File: src/rtl/clk_rst_sequencer.sv
// Power-up/recovery sequencer for the MMCM: resets the MMCM, qualifies lock, then releases
// the peripheral and TPU core resets in order. Define LOCK_LOSS_RECOVER_EN to auto-resequence on lock loss.
module clk_rst_sequencer #(
  parameter int unsigned RST_HOLD_CYCLES = 16,
  parameter int unsigned LOCK_TIMEOUT    = 4096,
  parameter int unsigned STABLE_CYCLES   = 256,
  parameter int unsigned STAGE_GAP       = 8,
  parameter int unsigned MAX_RETRIES     = 3,
  parameter int unsigned CNT_W           = 16
) (
  input  logic       clk_in,
  input  logic       rst_n,
  input  logic       mmcm_locked,
  input  logic       soft_rst_req,
  output logic       mmcm_rst,
  output logic       periph_rst_n,
  output logic       core_rst_n,
  output logic       sys_ready,
  output logic       fault,
  output logic [1:0] retry_cnt,
  output logic [2:0] state_dbg
);

  typedef enum logic [2:0] {
    ST_HOLD      = 3'd0,
    ST_WAIT_LOCK = 3'd1,
    ST_STABLE    = 3'd2,
    ST_RELEASE   = 3'd3,
    ST_RUN       = 3'd4,
    ST_FAULT     = 3'd5
  } state_e;

`ifdef LOCK_LOSS_RECOVER_EN
  localparam state_e LOSS_STATE = ST_HOLD;
`else
  localparam state_e LOSS_STATE = ST_FAULT;
`endif

  localparam logic [CNT_W-1:0] HOLD_LAST    = CNT_W'(RST_HOLD_CYCLES - 1);
  localparam logic [CNT_W-1:0] TIMEOUT_LAST = CNT_W'(LOCK_TIMEOUT - 1);
  localparam logic [CNT_W-1:0] STABLE_LAST  = CNT_W'(STABLE_CYCLES);
  localparam logic [CNT_W-1:0] GAP_LAST     = CNT_W'(STAGE_GAP - 1);
  localparam logic [1:0]       RETRY_MAX    = 2'(MAX_RETRIES);

  state_e           state_q, state_d;
  logic [CNT_W-1:0] cnt_q, cnt_d;
  logic [1:0]       retry_q, retry_d;
  logic             sync1_q, sync2_q;
  logic             locked_s;
  logic             mmcm_rst_q, mmcm_rst_d;
  logic             periph_rst_n_q, periph_rst_n_d;
  logic             core_rst_n_q, core_rst_n_d;
  logic             sys_ready_q, sys_ready_d;
  logic             fault_q, fault_d;

  assign locked_s = sync2_q;

  // State register, counters, synchronizer and registered outputs.
  // NOTE: sequential state uses non-blocking assignments so every flop samples pre-edge values.
  always_ff @(posedge clk_in or negedge rst_n) begin
    if (!rst_n) begin
      state_q        <= ST_HOLD;
      cnt_q          <= '0;
      retry_q        <= '0;
      sync1_q        <= 1'b0;
      sync2_q        <= 1'b0;
      mmcm_rst_q     <= 1'b1;
      periph_rst_n_q <= 1'b0;
      core_rst_n_q   <= 1'b0;
      sys_ready_q    <= 1'b0;
      fault_q        <= 1'b0;
    end else begin
      state_q        <= state_d;
      cnt_q          <= cnt_d;
      retry_q        <= retry_d;
      sync1_q        <= mmcm_locked;
      sync2_q        <= sync1_q;
      mmcm_rst_q     <= mmcm_rst_d;
      periph_rst_n_q <= periph_rst_n_d;
      core_rst_n_q   <= core_rst_n_d;
      sys_ready_q    <= sys_ready_d;
      fault_q        <= fault_d;
    end
  end

  // Next-state logic; soft_rst_req overrides every other event.
  // NOTE: every comb output gets a default first so no path can infer a latch.
  always_comb begin
    state_d = state_q;
    cnt_d   = cnt_q;
    retry_d = retry_q;
    if (soft_rst_req) begin
      state_d = ST_HOLD;
      cnt_d   = '0;
      retry_d = '0;
    end else begin
      unique case (state_q)
        ST_HOLD: begin
          if (cnt_q == HOLD_LAST) begin
            state_d = ST_WAIT_LOCK;
            cnt_d   = '0;
          end else begin
            cnt_d = cnt_q + CNT_W'(1);
          end
        end
        ST_WAIT_LOCK: begin
          if (locked_s) begin
            state_d = ST_STABLE;
            cnt_d   = '0;
          end else if (cnt_q == TIMEOUT_LAST) begin
            cnt_d = '0;
            if (retry_q == RETRY_MAX) begin
              state_d = ST_FAULT;
            end else begin
              state_d = ST_HOLD;
              retry_d = retry_q + 2'd1;
            end
          end else begin
            cnt_d = cnt_q + CNT_W'(1);
          end
        end
        ST_STABLE: begin
          // A dropout restarts the full lock-timeout window.
          if (!locked_s) begin
            state_d = ST_WAIT_LOCK;
            cnt_d   = '0;
          end else if (cnt_q == STABLE_LAST) begin
            state_d = ST_RELEASE;
            cnt_d   = '0;
          end else begin
            cnt_d = cnt_q + CNT_W'(1);
          end
        end
        ST_RELEASE: begin
          if (!locked_s) begin
            state_d = LOSS_STATE;
            cnt_d   = '0;
          end else if (cnt_q == GAP_LAST) begin
            state_d = ST_RUN;
            cnt_d   = '0;
            retry_d = '0;
          end else begin
            cnt_d = cnt_q + CNT_W'(1);
          end
        end
        ST_RUN: begin
          if (!locked_s) begin
            state_d = LOSS_STATE;
            cnt_d   = '0;
          end
        end
        ST_FAULT: begin
          state_d = ST_FAULT;
        end
        default: begin
          state_d = ST_HOLD;
          cnt_d   = '0;
        end
      endcase
    end
  end

  // Outputs decode the next state so they change on the same edge as the state itself.
  always_comb begin
    mmcm_rst_d     = (state_d == ST_HOLD) || (state_d == ST_FAULT);
    periph_rst_n_d = (state_d == ST_RELEASE) || (state_d == ST_RUN);
    core_rst_n_d   = (state_d == ST_RUN);
    sys_ready_d    = (state_d == ST_RUN);
    fault_d        = (state_d == ST_FAULT);
  end

  assign mmcm_rst     = mmcm_rst_q;
  assign periph_rst_n = periph_rst_n_q;
  assign core_rst_n   = core_rst_n_q;
  assign sys_ready    = sys_ready_q;
  assign fault        = fault_q;
  assign retry_cnt    = retry_q;
  assign state_dbg    = state_q;

endmodule
File: config.mk
export PLATFORM = sky130hd
export DESIGN_NAME = clk_rst_sequencer
export DESIGN_NICKNAME = d
export VERILOG_FILES = /design/src/rtl/clk_rst_sequencer.sv
export SDC_FILE = /design/constraint.sdc
export NUM_CORES = 1
export LEC_CHECK = 0
export CAP_MARGIN = 20
export CORE_ASPECT_RATIO = 1.4
export CORE_MARGIN = 2
export CORE_UTILIZATION = 57
export DETAILED_ROUTE_END_ITERATION = 8
export PLACE_DENSITY = 0.84
export SLEW_MARGIN = 20
export SYNTH_ARGS = -nofsm -noshare
export SYNTH_HDL_FRONTEND = slang
export SYNTH_SLANG_ARGS = --single-unit
File: constraint.sdc
create_clock -name clk_in -period 2.5 [get_ports clk_in]
set_input_delay 0.25 -clock clk_in [delete_from_list [all_inputs] [get_ports clk_in]]
set_output_delay 0.25 -clock clk_in [all_outputs]
set_load 0.1 [all_outputs]
==> out/qor.csv, run 1 <==
metric,value,unit
setup_viol,0,
fin_tns_setup,0,ns
busiest_layer,met2,
coreArea,0.00285,mm2
ios,14,
clock-sinks,27,
cts_max_level,1,
clk_path_buf_depth,2,
powerDensity,405,mW/mm2
r2r-end,cnt_q[8],
globalRouteMet2Util,0.468,
synth_flop_cell,dfrtp_1,
grt_pass1_wl,6.30,mm
fin_area,0.00182,mm2
crit_path_end_kind,flop,
synth.distinct_cells,61,
dieWidth,49.9,um
grt_pass1_vias,1383,
use_met1,0.272,
peakVddDrop,0.280,mV
worstRegToRegCells,8,
regToRegStartpoint,cnt_q[0],
avgViaCountPerCell,6.39,
grt_max_degree,28,
vias,1412,
n_fill_cell,221,
fmax,435,MHz
use_met3,0.0306,
synthCells,174,
hp-class,in -> async,
critPathRequiredTime,2.67,ns
async_reset_ff_frac,1.00,
path_max_fanout,12,
p_leak,0.000826,uW
gp_congestion,0.909,
drc_errors,0,
dieArea,0.00340,mm2
maxCapViolations,0,
num_rows,23,
drtPass1Iterations,4,
synth_fp_nets,181,
detail-route-antenna-nets,0,
avgSynthCellArea,9.66,um2
seq_area_frac_synth,0.403,
synth_edf_count,0,
port_buffers,13,
min_period_over_period,0.921,
area_growth,8.49,%
initial_core_util,0.590,
n_antenna_cell,0,
hold_viol,0,
clkTransAtPathRegs,0.09,ns
hold_buffers,0,
postCtsSetupBuffers,0,
antenna_found_initial,0,
yosysWarningCount,0,
die_h,68.2,um
cts_resized,0,
insertion_delay,0.27,ns
cts_tree,yes,
rsz0062_at_grt,no,
arrival,2.47,ns
maxSlewHeadroom,0.625,
routed_wl,3.72,mm
cts_root_buf,clkbuf_8,
fin_cells,221,
final.min_clock_period,2.30,ns
drv_slew,0,
postPlaceCellArea,0.00178,mm2
nNetsFinal,192,
grt_overflow,0,
drt-initial-drc-count,72,
placed_cells,217,
syn_area,0.00168,mm2
cts_made_buffers,3,
ys_seq_elements,27,
post_route_cells_drive_above_1_share,0.228,
grt.total_usage,0.242,
avgRoutedWirePerCell,16.8,um
reg2reg_slack,0.20,ns
skew,0.00225,ns
worstMarginPinSlew,0.559,ns
cp-start-kind,flop,
dp_hpwl,2.77,mm
worstSetupPathType,reg -> reg,
outcome,"complete, no violations",
[cell type report]
| cell class | instances | area [um2] | area share |
|---|---|---|---|
| clock buffer | 3 | 41.3 | 0.0226 |
| sequential | 27 | 677 | 0.371 |
| clock inverter | 1 | 5.00 | 0.00275 |
| inverter | 4 | 15.0 | 0.00824 |
| multi-input combinational | 134 | 918 | 0.504 |
| tap | 37 | 46.3 | 0.0254 |
| timing repair buffer | 15 | 120 | 0.0659 |
[kinds of logic (layout without fill, tap and decap cells)]
logic type                 count (synthesis)  count (layout)  synth area share
muxes                                      2               2            0.0149
DFF                                       27              27             0.403
AOI/OAI and AO/OA                         35              35             0.151
xor gates and xnor gates                   4               4            0.0208
buffers and inverters                     13              23            0.0506
and+or+nand+nor                           90              90             0.337
adders and majority gates                  3               3            0.0223
[Yosys cell counts, drive strengths merged, types with 2 or more instances]
library cell / count / area [um2]
dfrtp: 26 / 651
nand2: 17 / 63.8
nand3: 14 / 75.1
nor2: 14 / 55.1
o21ai: 9 / 48.8
buf: 7 / 61.3
nor3: 7 / 40.0
a21oi: 6 / 30.0
and2: 6 / 43.8
nand4: 5 / 37.5
o211ai: 5 / 47.5
and3: 4 / 31.3
inv: 4 / 15.0
or3: 4 / 26.3
xor2: 4 / 35.0
a31oi: 3 / 18.8
ha: 3 / 37.5
nand2b: 3 / 21.3
nor3b: 3 / 27.5
nor4: 3 / 48.8
a21o: 2 / 15.0
and4: 2 / 17.5
clkbuf: 2 / 8.75
nand3b: 2 / 15.0
or4: 2 / 18.8
[worst max-delay path: stages (launching register included)]
cell      delay (ns)
dfrtp_1         0.44
inv_1           0.08
ha_1            0.13
nor4bb_1        0.41
nand4_1         0.23
a22oi_2         0.26
and3_4          0.31
o21ai_2         0.08
a22o_1          0.25
[state kept, by name, summed over array words and instances, names as in the netlist]
signal and count:
sync1_q 1, locked_s 1, state_dbg 3, cnt_q 16
periph_rst_n 1, retry_cnt 2, mmcm_rst 1, sys_ready 1
fault 1
[how the worst max path moves through the flow]
stage                 startpoint            to  cells after the start
global route            cnt_q[0]  periph_rst_n                      7
floorplan           state_dbg[1]     cnt_q[14]                      8
detailed placement  soft_rst_req      cnt_q[7]                      6
global placement    soft_rst_req      cnt_q[7]                      6
finish                  cnt_q[0]      cnt_q[8]                      8
CTS                     cnt_q[0]      cnt_q[9]                      8
[power breakdown]
part / switching [uW] / total [uW] / internal, uW
logic: 26.7 / 42.2 / 15.5
clock network: 136 / 247 / 112
registers: 7.79 / 450 / 442
total: 170 / 739 / 569
[metal layers]
metal / routed length [um] / part of all wire
met1: 1470 / 0.40
met2: 2040 / 0.55
met3: 123 / 0.033
met4: 76 / 0.020
met5: 0 / 0
[placed cells by master (no fill, tap or decap), drive strengths merged, types with 4 or more instances in the layout]
master,instances
dfrtp,26
nand2,17
nor2,14
nand3,14
buf,12
o21ai,9
nor3,7
a21oi,6
and2,6
nand4,5
o211ai,5
inv,4
xor2,4
or3,4
and3,4
[stage by stage]
stage | setup WS, ns | total power, uW | util | hold slack, ns
floorplan | 0.0377 | 480 | - | -0.0456
global placement | 0.321 | 498 | 0.624 | 0.343
detailed placement | 0.235 | 501 | 0.624 | 0.336
CTS | 0.217 | 741 | 0.640 | 0.360
global route | 0.0929 | 763 | 0.640 | 0.376
finish | 0.199 | 739 | 0.640 | 0.345
Power figures use the tool's default switching activity.
==> run 2: changes to the inputs <==
- PLACE_DENSITY: 0.84 -> unset
- PLACE_DENSITY_LB_ADDON: unset -> 0.1
==> run 2 against run 1 <==
Against the previous run:
- maximum frequency grew 3.0%
- combinational power decreased by 2%
- clock skew increased by 0.0050 ns
==> out/qor.csv, run 2 (synthesized netlist as in run 1, its figures left out) <==
metric,value,unit,change
finish.utilization,0.640,,unchanged
final_cell_mix,"dfrtp_1 (26), nand2_1 (17), nor2_1 (13), nand3_1 (13), buf_4 (12)",,
gp_congestion,0.807,,-11%
outcome,"complete, no violations",,
top_register,cnt_q,,
worstMarginPinSlew,0.520,ns,-0.0396 ns
cts_max_level,1,,unchanged
antenna_found_initial,0,,unchanged
skew,0.00728,ns,+0.00503 ns
fin_tns_setup,0,ns,unchanged
cts_made_buffers,3,,unchanged
cts_resized,0,,unchanged
worstSetupPathType,reg -> reg,,
avgRoutedWirePerCell,15.7,um,-6.6%
drt-initial-drc-count,43,,-40%
post-place-ws,0.298,ns,+0.0637 ns
drtPass1Iterations,4,,unchanged
dieArea,0.00340,mm2,unchanged
n_fill_cell,243,,+10%
placed_cells,217,,unchanged
rsz0062_at_grt,no,,
critPathRequiredTime,2.67,ns,about the same
clock-sinks,27,,unchanged
hold_viol,0,,unchanged
clk_path_buf_depth,2,,unchanged
min_period_over_period,0.893,,-0.0272
initial_core_util,0.590,,unchanged
cts_root_buf,clkbuf_8,,
crit_path_end_kind,flop,,
worstRegToRegCells,7,,-1
clkTransAtPathRegs,0.09,ns,about the same
coreArea,0.00285,mm2,unchanged
grt.total_usage,0.224,,-0.0178
cts_tree,yes,,
avgViaCountPerCell,6.09,,-4.7%
grt_pass1_wl,5.89,mm,-6.6%
cp-start-kind,flop,,
insertion_delay,0.27,ns,about the same
drv_slew,0,,unchanged
arrival,2.40,ns,-0.07 ns
dieWidth,49.9,um,unchanged
final.min_clock_period,2.23,ns,-0.0680 ns
port_buffers,13,,unchanged
drc_errors,0,,unchanged
maxCapViolations,0,,unchanged
layout.cells.most_common,dfrtp_1,,
reg2reg_slack,0.27,ns,+0.07 ns
grt_max_degree,28,,unchanged
largest_reg_flops,16,,unchanged
dp_hpwl,2.57,mm,-7.3%
fmax,448,MHz,+3.0%
grt_overflow,0,,unchanged
hold_ws,0.342,ns,-0.00352 ns
r2r-end,periph_rst_n,,
area_growth,8.49,%,unchanged
nNetsFinal,192,,unchanged
die_h,68.2,um,unchanged
hp-class,in -> async,,
grt_pass1_vias,1327,,-4.0%
setup_viol,0,,unchanged
hold_buffers,0,,unchanged
detail-route-antenna-nets,0,,unchanged
routed_wl,3.47,mm,-6.6%
powerDensity,403,mW/mm2,-0.49%
post_route_cells_drive_above_1_share,0.228,,unchanged
fin_ws,0.267,ns,+0.0680 ns
p_leak,0.000826,uW,unchanged
maxSlewHeadroom,0.652,,+0.0265
peakVddDrop,0.270,mV,-3.5%
num_rows,23,,unchanged
path_max_fanout,6,,-6
ios,14,,unchanged
regToRegStartpoint,cnt_q[0],,
vias,1346,,-4.7%
fin_cells,221,,unchanged
n_antenna_cell,0,,unchanged
postCtsSetupBuffers,0,,unchanged
run 2: cell counts in the layout (fill, tap and decap cells not counted):
Identical to the previous run, type by type.
run 2: report_power, final:
part	leakage, uW	switching (uW)	internal, uW
Combinational	0.000434	26.0	15.4
Sequential	0.000367	7.58	442
Clock	0.0000255	133	112
Total	0.000826	167	569
run 2: layer usage:
| metal | up-vias | track usage | share of wire | wire length, um |
|---|---|---|---|---|
| met3 | 6 | 0.0197 | 0.019 | 66 |
| met2 | 20 | 0.425 | 0.54 | 1870 |
| li1 | 656 | - | - | - |
| met1 | 664 | 0.256 | 0.42 | 1470 |
| met5 | - | 0 | 0 | 0 |
| met4 | 0 | 0.101 | 0.018 | 62 |
run 2: worst max path at each step:
stage | from | to | slack (ns) | depth (start not counted)
final | cnt_q[0] | periph_rst_n | 0.27 | 7
after global routing | cnt_q[0] | periph_rst_n | 0.09 | 7
after CTS | cnt_q[0] | periph_rst_n | 0.26 | 7
after detailed placement | cnt_q[0] | periph_rst_n | 0.30 | 7
after global placement | soft_rst_req | cnt_q[7] | 0.35 | 7
after floorplan | state_dbg[1] | cnt_q[14] | 0.04 | 8
run 2: cell type report:
class | instances | area [um2] | area share
clock inverters | 1 | 5.00 | 0.00275
multi-input cells | 134 | 918 | 0.504
well taps | 37 | 46.3 | 0.0254
flip-flops and latches | 27 | 677 | 0.371
clock buffers | 3 | 41.3 | 0.0226
inverters | 4 | 15.0 | 0.00824
repair buffers | 15 | 120 | 0.0659
run 2: per-stage QoR:
stage,total power (uW),instance area (um2)
after global routing,770,1820
after CTS,749,1820
after floorplan,480,1680
final,736,1820
after global placement,498,1780
after detailed placement,500,1780
run 2: worst max-delay path, cell delays in order (launching register included):
cell and delay (ns):
dfrtp_1 0.43, ha_1 0.23, and3_1 0.31, nand4_1 0.23, nor3_2 0.26, nand2b_1 0.18, and2_4 0.18, mux2_4 0.30
